===== src/rtl/cmp_seq.sv =====
// Multi-cycle MSB-first magnitude comparator, D bits per cycle, signed or unsigned.
// Latency 1..W/D cycles (early exit on first differing digit); start ignored unless idle, never queued.
module cmp_seq #(
    parameter int W = 8,
    parameter int D = 2
) (
    input  logic         clk,
    input  logic         rst,
    input  logic         start,
    input  logic         sgn,
    input  logic [W-1:0] x,
    input  logic [W-1:0] y,
    output logic         busy,
    output logic         done,
    output logic         eq,
    output logic         lt,
    output logic         gt
);
    localparam int ND = W / D;
    localparam int CW = (ND > 1) ? $clog2(ND) : 1;
    localparam logic [W-1:0]  MSB_MASK = {1'b1, {(W-1){1'b0}}};
    localparam logic [CW-1:0] CNT_LOAD = CW'(ND - 1);

    typedef enum logic [1:0] {
        IDLE = 2'd0,
        RUN  = 2'd1,
        DONE = 2'd2
    } state_t;

    state_t        state_q, state_d;
    logic [W-1:0]  sx_q, sx_d;
    logic [W-1:0]  sy_q, sy_d;
    logic [CW-1:0] cnt_q, cnt_d;
    logic          eq_q, eq_d;
    logic          lt_q, lt_d;
    logic          gt_q, gt_d;
    logic [D-1:0]  dx, dy;

    assign dx = sx_q[W-1 -: D];
    assign dy = sy_q[W-1 -: D];

    always_comb begin
        state_d = state_q;
        sx_d    = sx_q;
        sy_d    = sy_q;
        cnt_d   = cnt_q;
        eq_d    = eq_q;
        lt_d    = lt_q;
        gt_d    = gt_q;
        unique case (state_q)
            IDLE: begin
                if (start) begin
                    // Flipping both MSBs maps two's-complement order onto unsigned order.
                    sx_d    = sgn ? (x ^ MSB_MASK) : x;
                    sy_d    = sgn ? (y ^ MSB_MASK) : y;
                    cnt_d   = CNT_LOAD;
                    eq_d    = 1'b0;
                    lt_d    = 1'b0;
                    gt_d    = 1'b0;
                    state_d = RUN;
                end
            end
            RUN: begin
                if (dx != dy) begin
                    gt_d    = (dx > dy);
                    lt_d    = (dx < dy);
                    state_d = DONE;
                end else if (cnt_q == '0) begin
                    eq_d    = 1'b1;
                    state_d = DONE;
                end else begin
                    sx_d  = sx_q << D;
                    sy_d  = sy_q << D;
                    cnt_d = cnt_q - CW'(1);
                end
            end
            DONE: begin
                state_d = IDLE;
            end
            default: begin
                state_d = IDLE;
            end
        endcase
    end

    always_ff @(posedge clk or posedge rst) begin
        if (rst) begin
            state_q <= IDLE;
            sx_q    <= '0;
            sy_q    <= '0;
            cnt_q   <= '0;
            eq_q    <= 1'b0;
            lt_q    <= 1'b0;
            gt_q    <= 1'b0;
        end else begin
            state_q <= state_d;
            sx_q    <= sx_d;
            sy_q    <= sy_d;
            cnt_q   <= cnt_d;
            eq_q    <= eq_d;
            lt_q    <= lt_d;
            gt_q    <= gt_d;
        end
    end

    assign busy = (state_q == RUN);
    assign done = (state_q == DONE);
    assign eq   = eq_q;
    assign lt   = lt_q;
    assign gt   = gt_q;

endmodule


===== config.mk =====
export PLATFORM = sky130hd
export DESIGN_NAME = cmp_seq
export DESIGN_NICKNAME = d
export VERILOG_FILES = /design/src/rtl/cmp_seq.sv
export SDC_FILE = /design/constraint.sdc
export NUM_CORES = 1
export LEC_CHECK = 0
export BUFFER_PORTS_ARGS = -buffer_cell sky130_fd_sc_hd__buf_2
export CORE_MARGIN = 2
export CORE_UTILIZATION = 47
export DETAILED_ROUTE_END_ITERATION = 8
export PLACE_DENSITY = 0.82
export SLEW_MARGIN = 20
export SYNTH_ARGS = -nofsm -noshare
export SYNTH_HDL_FRONTEND = slang
export SYNTH_SLANG_ARGS = --single-unit

===== constraint.sdc =====
create_clock -name clk -period 1.5 [get_ports clk]
set_clock_uncertainty 0.15 [all_clocks]
set_input_delay 0.3 -clock clk [delete_from_list [all_inputs] [get_ports clk]]
set_output_delay 0.3 -clock clk [all_outputs]
set_load 0.05 [all_outputs]

==> flow_metrics.py, run 1 <==
metrics = {
    "placed_design": {
        "preCtsSetupSlack_ps": -234.3,
        "buffer_ports.inserted": 24,
        "gp_routability_congestion": 0.7305,
        "placedCellCount": 185,
        "hpwl_um": 1693,
    },
    "job": {
        "cap_violations": 0,
    },
    "yosys": {
        "syn_area_um2": 1109,
        "synth_flop_cell": "dfrtp_1",
        "leading_area_contributor_after_synthesis": "dfrtp_1",
        "ys_top_cells_by_count": "23 x dfrtp_1, 23 x nand2_1, 15 x nor2_1",
        "synthDominantCellAreaShare": 0.5192,
        "synthesis.nets": 147,
        "ys_async_sr_fraction": 1.000,
        "synthesis.yosys.warnings": 0,
        "number_of_enable_flip_flop_cells_after_synthesis": 0,
        "avgSynthCellArea_um2": 8.940,
        "synthTopCellsByArea": "dfrtp_1 52%, nand2_1 7.8%, a31oi_1 6.8%",
        "synthesis.instances": 124,
        "synth-seq-area-share": 0.5192,
        "flop_and_latch_count_out_of_synthesis": 23,
        "ys_types": 24,
    },
    "drt": {
        "detail_route.wl_per_cell_um": 15.18,
        "drcViolationCount": 0,
        "detail_route.wirelength_um": 3111,
        "vias_per_cell": 5.268,
        "route.vias.total": 1080,
        "dr.first_iter.drc_count": 11,
        "detailedRoute.firstPassIterationCount": 4,
        "detail-route-antenna-nets": 0,
    },
    "power": {
        "post-layout-total-power_mw": 4.097,
        "seqPwrFrac": 0.273,
        "share_clk_of_total_power": 0.070,
        "sw_frac_of_total": 0.4202,
        "share_comb_of_total_power": 0.656,
        "total_leakage_power_nw": 0.8116,
        "irDropWorstVdd_v": 0.001604,
        "p_per_area_nw_per_um2": 2404,
        "switchingPower_mw": 1.722,
        "cell_internal_pwr_mw": 2.375,
    },
    "clock_tree": {
        "clkLatencyLatePin_ps": 310,
        "clkTransAtPathRegs_ps": 120,
        "cts_root_buffer": "clkbuf_4",
        "htree_num_levels": 1,
        "tritoncts_clock_tree": "yes",
        "cts_made_buffers": 3,
        "ctsLongestPathBuffers": 2,
        "cts_num_sinks": 23,
    },
    "global_route": {
        "grt_first_pass_wirelength_um": 4450,
        "pin_count_of_the_biggest_net_entering_global_routing": 20,
        "global_route.overflow_total": 0,
        "grt_antenna_before_repair": 0,
        "first_global_vias": 1045,
        "grtUsageTotal": 0.2216,
    },
    "final_layout": {
        "area.growth.synth_to_final_pct": 53.72,
        "ff_latch_area_um2": 575.6,
        "multiInputGateArea_um2": 570.5,
        "post_layout_instance_count_excluding_filler_cells": 205,
        "fraction_of_final_layout_cells_sized_beyond_drive_strength_1": 0.4802,
        "nets": 201,
        "layout.core_utilization": 0.7704,
        "num_antenna_cells": 0,
        "fillers": 151,
    },
    "timing": {
        "slew_headroom": 0.8241,
        "period_share": 1.202,
        "timing_max_transition_violations_final": 0,
        "final_critical_path_setup_slack_ps": -303.0,
        "holdWs_ps": 50.89,
        "timing.final.crit_period_ps": 1803,
        "report.final.hold_viol_count": 0,
        "setup_violations_final": 24,
        "rsz0062_at_grt": "true",
        "tightestPinTransition_ps": 261.1,
        "timing.fmax_mhz": 554.6,
    },
    "worst_setup_path": {
        "cp-start-kind": "flop",
        "path_max_fanout": 8,
        "critical_path.endpoint_type": "flop",
        "cp_data_arrival_time_ps": 1890,
        "r2r_end": "cnt_q[1]",
        "setup.reg_to_reg.worst_slack_ps": -300,
        "criticalPathCategory": "flop to flop",
        "launching_point_of_the_worst_reg2reg_path": "sx_q[7]",
        "critPathRequiredTime_ps": 1590,
        "worstRegToRegCells": 7,
    },
    "hold_path": {
        "holdPathEnd": "sx_q[0]",
        "hold_path.startpoint": "x[0]",
        "hold_path_class": "input port to flop",
        "number_of_cells_on_the_worst_hold_path": 3,
    },
    "floorplanning": {
        "placeable_area_um2": 2212,
        "initial_core_util": 0.5011,
        "floorplan.die_area_um2": 2763,
        "core.rowCount": 17,
        "dieWidth_um": 52.57,
        "chipHeight_um": 52.57,
        "ioPinCount": 25,
    },
    "run_status": {
        "result_of_the_run": "complete, but fails checks",
        "violations": "setup timing",
    },
}
worst max-delay path, stage by stage, from the launching register on:
cell	delay, ps
dfrtp_1	450
ha_4	290
nand4b_1	150
a21oi_4	230
buf_6	150
buf_8	120
nor2_1	40
a31oi_1	150
logic make-up after synthesis:
family | synth area share
AO/OA/AOI/OAI | 0.1648
XOR/XNOR | 0.01580
adder cells (fa/ha/maj) | 0.03386
buffers and inverters | 0.07110
flip-flops | 0.5192
multiplexers | 0.01919
AND/OR/NAND/NOR | 0.1761
power groups by stage:
stage	Sequential (mW)	Clock, mW	Combinational (mW)
6_report	1.12	0.288	2.69
5_1_grt	1.14	0.313	2.90
4_1_cts	1.07	0.292	1.94
3_5_place_dp	1.07	0	1.60
3_3_place_gp	1.05	0	1.52
2_1_floorplan	1.10	0	1.07
worst max path at each step:
stage | cells after the start | end | from
after floorplan | 5 | sx_q[7] | cnt_q[0]
after global placement | 6 | sx_q[3] | sy_q[6]
after detailed placement | 6 | sx_q[4] | sx_q[7]
after CTS | 6 | sy_q[7] | sy_q[6]
after global routing | 7 | cnt_q[1] | sy_q[6]
final | 7 | cnt_q[1] | sx_q[7]
layout by cell type (no fill, tap or decap), drive strengths merged, types with 2 or more instances in the layout:
| cell | netlist | layout |
|---|---|---|
| dfrtp | 23 | 23 |
| o21ai | 6 | 6 |
| buf | 4 | 53 |
| a22o | 3 | 3 |
| clkbuf | 2 | 5 |
| nand2 | 24 | 24 |
| xnor2 | 2 | 2 |
| a21oi | 5 | 5 |
| ha | 3 | 3 |
| nand3 | 5 | 5 |
| a31oi | 12 | 12 |
| nor2 | 15 | 15 |
| inv | 12 | 12 |
per-layer routing:
metal | vias up | GRT usage | routed length, um
met2 | 32 | 0.4063 | 1707
met4 | 0 | 0.05556 | 77
met5 | - | 0 | 0
met3 | 10 | 0.03429 | 122
met1 | 520 | 0.2680 | 1204
li1 | 518 | - | -
sequential cells by signal, summed over array words and instances (netlist names):
name / cells
lt: 1
sx_q: 8
cnt_q: 2
sy_q: 8
state_q: 2
eq: 1
gt: 1
timing repair:
action                                 in CTS  in global routing
endpoints found under the hold margin       4                  0
setup endpoints to repair                  25                 24
cloned                                      0                  2
buffers inserted                            3                 11
pin swaps                                   6                  7
hold buffers                                1                  0
resized for setup                          22                 35
metrics by stage:
step / TNS [ps] / instance area [um2]
CTS: -4070 / 1488
global placement: -2191 / 1346
floorplan: -1767 / 1112
detailed placement: -3685 / 1346
global route: -7537 / 1704
finish: -5587 / 1704
area by class of cell:
type	instances	area share
multi-input cells	82	0.3348
inverters	13	0.03157
clock buffers	4	0.01542
flip-flops and latches	23	0.3377
well taps	28	0.02056
repair buffers	55	0.2599
Note: power is estimated with default switching activity, not from simulation.
==> run 2: changes to the inputs <==
Settings changed: CORE_UTILIZATION 47 to 52, PLACE_DENSITY 0.82 to 0.85.
Clock period 1.5 ns to 2 ns, I/O delays scaled along.
==> flow_metrics.py, run 2 (same netlist as run 1, synthesis figures left out) <==
metrics = {
    "run_status": {
        "result_of_the_run": "finished clean",
    },
    "power": {
        "seqPwrFrac": 0.373,
        "irDropWorstVdd_v": 0.0008224,
        "switchingPower_mw": 0.9305,
        "share_comb_of_total_power": 0.527,
        "post-layout-total-power_mw": 2.156,
        "total_leakage_power_nw": 0.6744,
        "cell_internal_pwr_mw": 1.225,
        "share_clk_of_total_power": 0.100,
        "p_per_area_nw_per_um2": 1595,
        "sw_frac_of_total": 0.4317,
    },
    "floorplanning": {
        "floorplan.die_area_um2": 2517,
        "chipHeight_um": 50.17,
        "ioPinCount": 25,
        "placeable_area_um2": 1982,
        "core.rowCount": 16,
        "dieWidth_um": 50.17,
        "initial_core_util": 0.5593,
    },
    "worst_setup_path": {
        "criticalPathCategory": "flop to output pin",
        "critical_path.endpoint_type": "output pin",
        "critPathLaunch": "state_q[1]",
        "launching_point_of_the_worst_reg2reg_path": "cnt_q[0]",
        "path_max_fanout": 6,
        "critPathRequiredTime_ps": 1450,
        "cp_data_arrival_time_ps": 1380,
        "cp-start-kind": "flop",
    },
    "placed_design": {
        "preCtsSetupSlack_ps": 127.1,
        "postPlaceCellArea_um2": 1270,
        "gp_routability_congestion": 0.8032,
        "hpwl_um": 1594,
        "buffer_ports.inserted": 24,
    },
    "clock_tree": {
        "cts_root_buffer": "clkbuf_4",
        "ctsLongestPathBuffers": 2,
        "clkTransAtPathRegs_ps": 120,
        "cts_num_sinks": 23,
        "clkLatencyLatePin_ps": 320,
        "htree_num_levels": 1,
        "cts_resizes": 0,
        "cts_made_buffers": 3,
        "tritoncts_clock_tree": "yes",
    },
    "hold_path": {
        "hold_path.startpoint": "x[0]",
        "hold_path_class": "input port to flop",
    },
    "final_layout": {
        "final_cell_mix": "24 x buf_2, 23 x nand2_1, 23 x dfrtp_1",
        "num_antenna_cells": 0,
        "mostFrequentLayoutCell": "buf_2",
        "stdcell_area_um2": 1351,
        "area.growth.synth_to_final_pct": 21.90,
        "multiInputGateArea_um2": 454.2,
        "largestRegisters": "sx_q: 8 flops, sy_q: 8 flops",
        "nets": 182,
        "fraction_of_final_layout_cells_sized_beyond_drive_strength_1": 0.2595,
        "ff_latch_area_um2": 575.6,
        "fillers": 158,
    },
    "drt": {
        "dr.first_iter.drc_count": 22,
        "route.vias.total": 954,
        "detail-route-antenna-nets": 0,
        "drcViolationCount": 0,
        "detail_route.wl_per_cell_um": 12.23,
        "vias_per_cell": 5.157,
        "detail_route.wirelength_um": 2263,
        "detailedRoute.firstPassIterationCount": 5,
    },
    "timing": {
        "rsz0062_at_grt": "true",
        "timing.final.crit_period_ps": 1930,
        "timing.fmax_mhz": 518.2,
        "final_critical_path_setup_slack_ps": 70.20,
        "period_share": 0.9649,
        "setup_violations_final": 0,
        "slew_headroom": 0.7965,
        "tightestPinTransition_ps": 305.1,
        "holdWs_ps": 149.5,
        "report.final.hold_viol_count": 0,
        "timing_max_transition_violations_final": 0,
    },
    "global_route": {
        "grt_first_pass_wirelength_um": 3815,
        "global_route.overflow_total": 0,
        "first_global_vias": 933,
        "pin_count_of_the_biggest_net_entering_global_routing": 24,
        "grtUsageTotal": 0.2055,
        "grt_antenna_before_repair": 0,
    },
    "job": {
        "cap_violations": 0,
    },
}
==> run 2: cell types whose count changed in the layout (fill, tap and decap cells not counted), moves of 4 or more <==
| cell | change |
|---|---|
| buf_4 | -6 |
| o21ai_0 | +4 |
| buf_8 | -5 |
| nor2_2 | -6 |
| buf_6 | -8 |
| nor2_1 | +10 |
| nor2_4 | -4 |
==> run 2: repair_timing <==
action | in CTS | in global routing
buffers inserted | 0 | 6
setup endpoints to repair | 0 | 14
hold buffers | 1 | 0
endpoints found under the hold margin | 23 | 0
==> run 2: area by class of cell <==
cell class | count | share of cell area
clock buffer | 4 | 0.01944
inverter | 13 | 0.03611
multi-input combinational | 82 | 0.3361
sequential | 23 | 0.4259
tap | 27 | 0.02500
timing repair buffer | 36 | 0.1574
==> run 2: worst paths after layout <==
kind	endpoint	depth (start not counted)	slack, ps
setup / recovery	busy	4	70
hold / removal	sx_q[0]	3	150
setup reg to reg	sx_q[7]	6	90
hold reg to reg	gt	1	390
max in group asynchronous	sx_q[3]	4	980
min in group asynchronous	lt	4	490
==> run 2: power groups by stage <==
| stage | sequential (mW) | clock [mW] | combinational (mW) |
|---|---|---|---|
| after floorplan | 0.824 | 0 | 0.789 |
| after global placement | 0.804 | 0 | 0.988 |
| after detailed placement | 0.816 | 0 | 1.04 |
| after CTS | 0.805 | 0.225 | 1.05 |
| after global routing | 0.829 | 0.237 | 1.28 |
| final | 0.804 | 0.215 | 1.14 |
==> run 2: worst max-delay path, stage by stage (launching register included) <==
cell	delay, ps
dfrtp_1	440
inv_1	150
nand2_2	70
clkinv_1	110
buf_2	280
==> run 2: per-stage QoR <==
step	TNS, ps	std cells	util
after floorplan	0	124	-
after global placement	0	174	0.6408
after detailed placement	0	174	0.6408
after CTS	0	179	0.6591
after global routing	-14.34	185	0.6818
final	0	185	0.6818
==> run 2: per-layer routing <==
metal / track usage / routed length (um)
met1: 0.2209 / 920
met4: 0.1435 / 51
met5: 0 / 0
met2: 0.3487 / 1213
met3: 0.05357 / 79
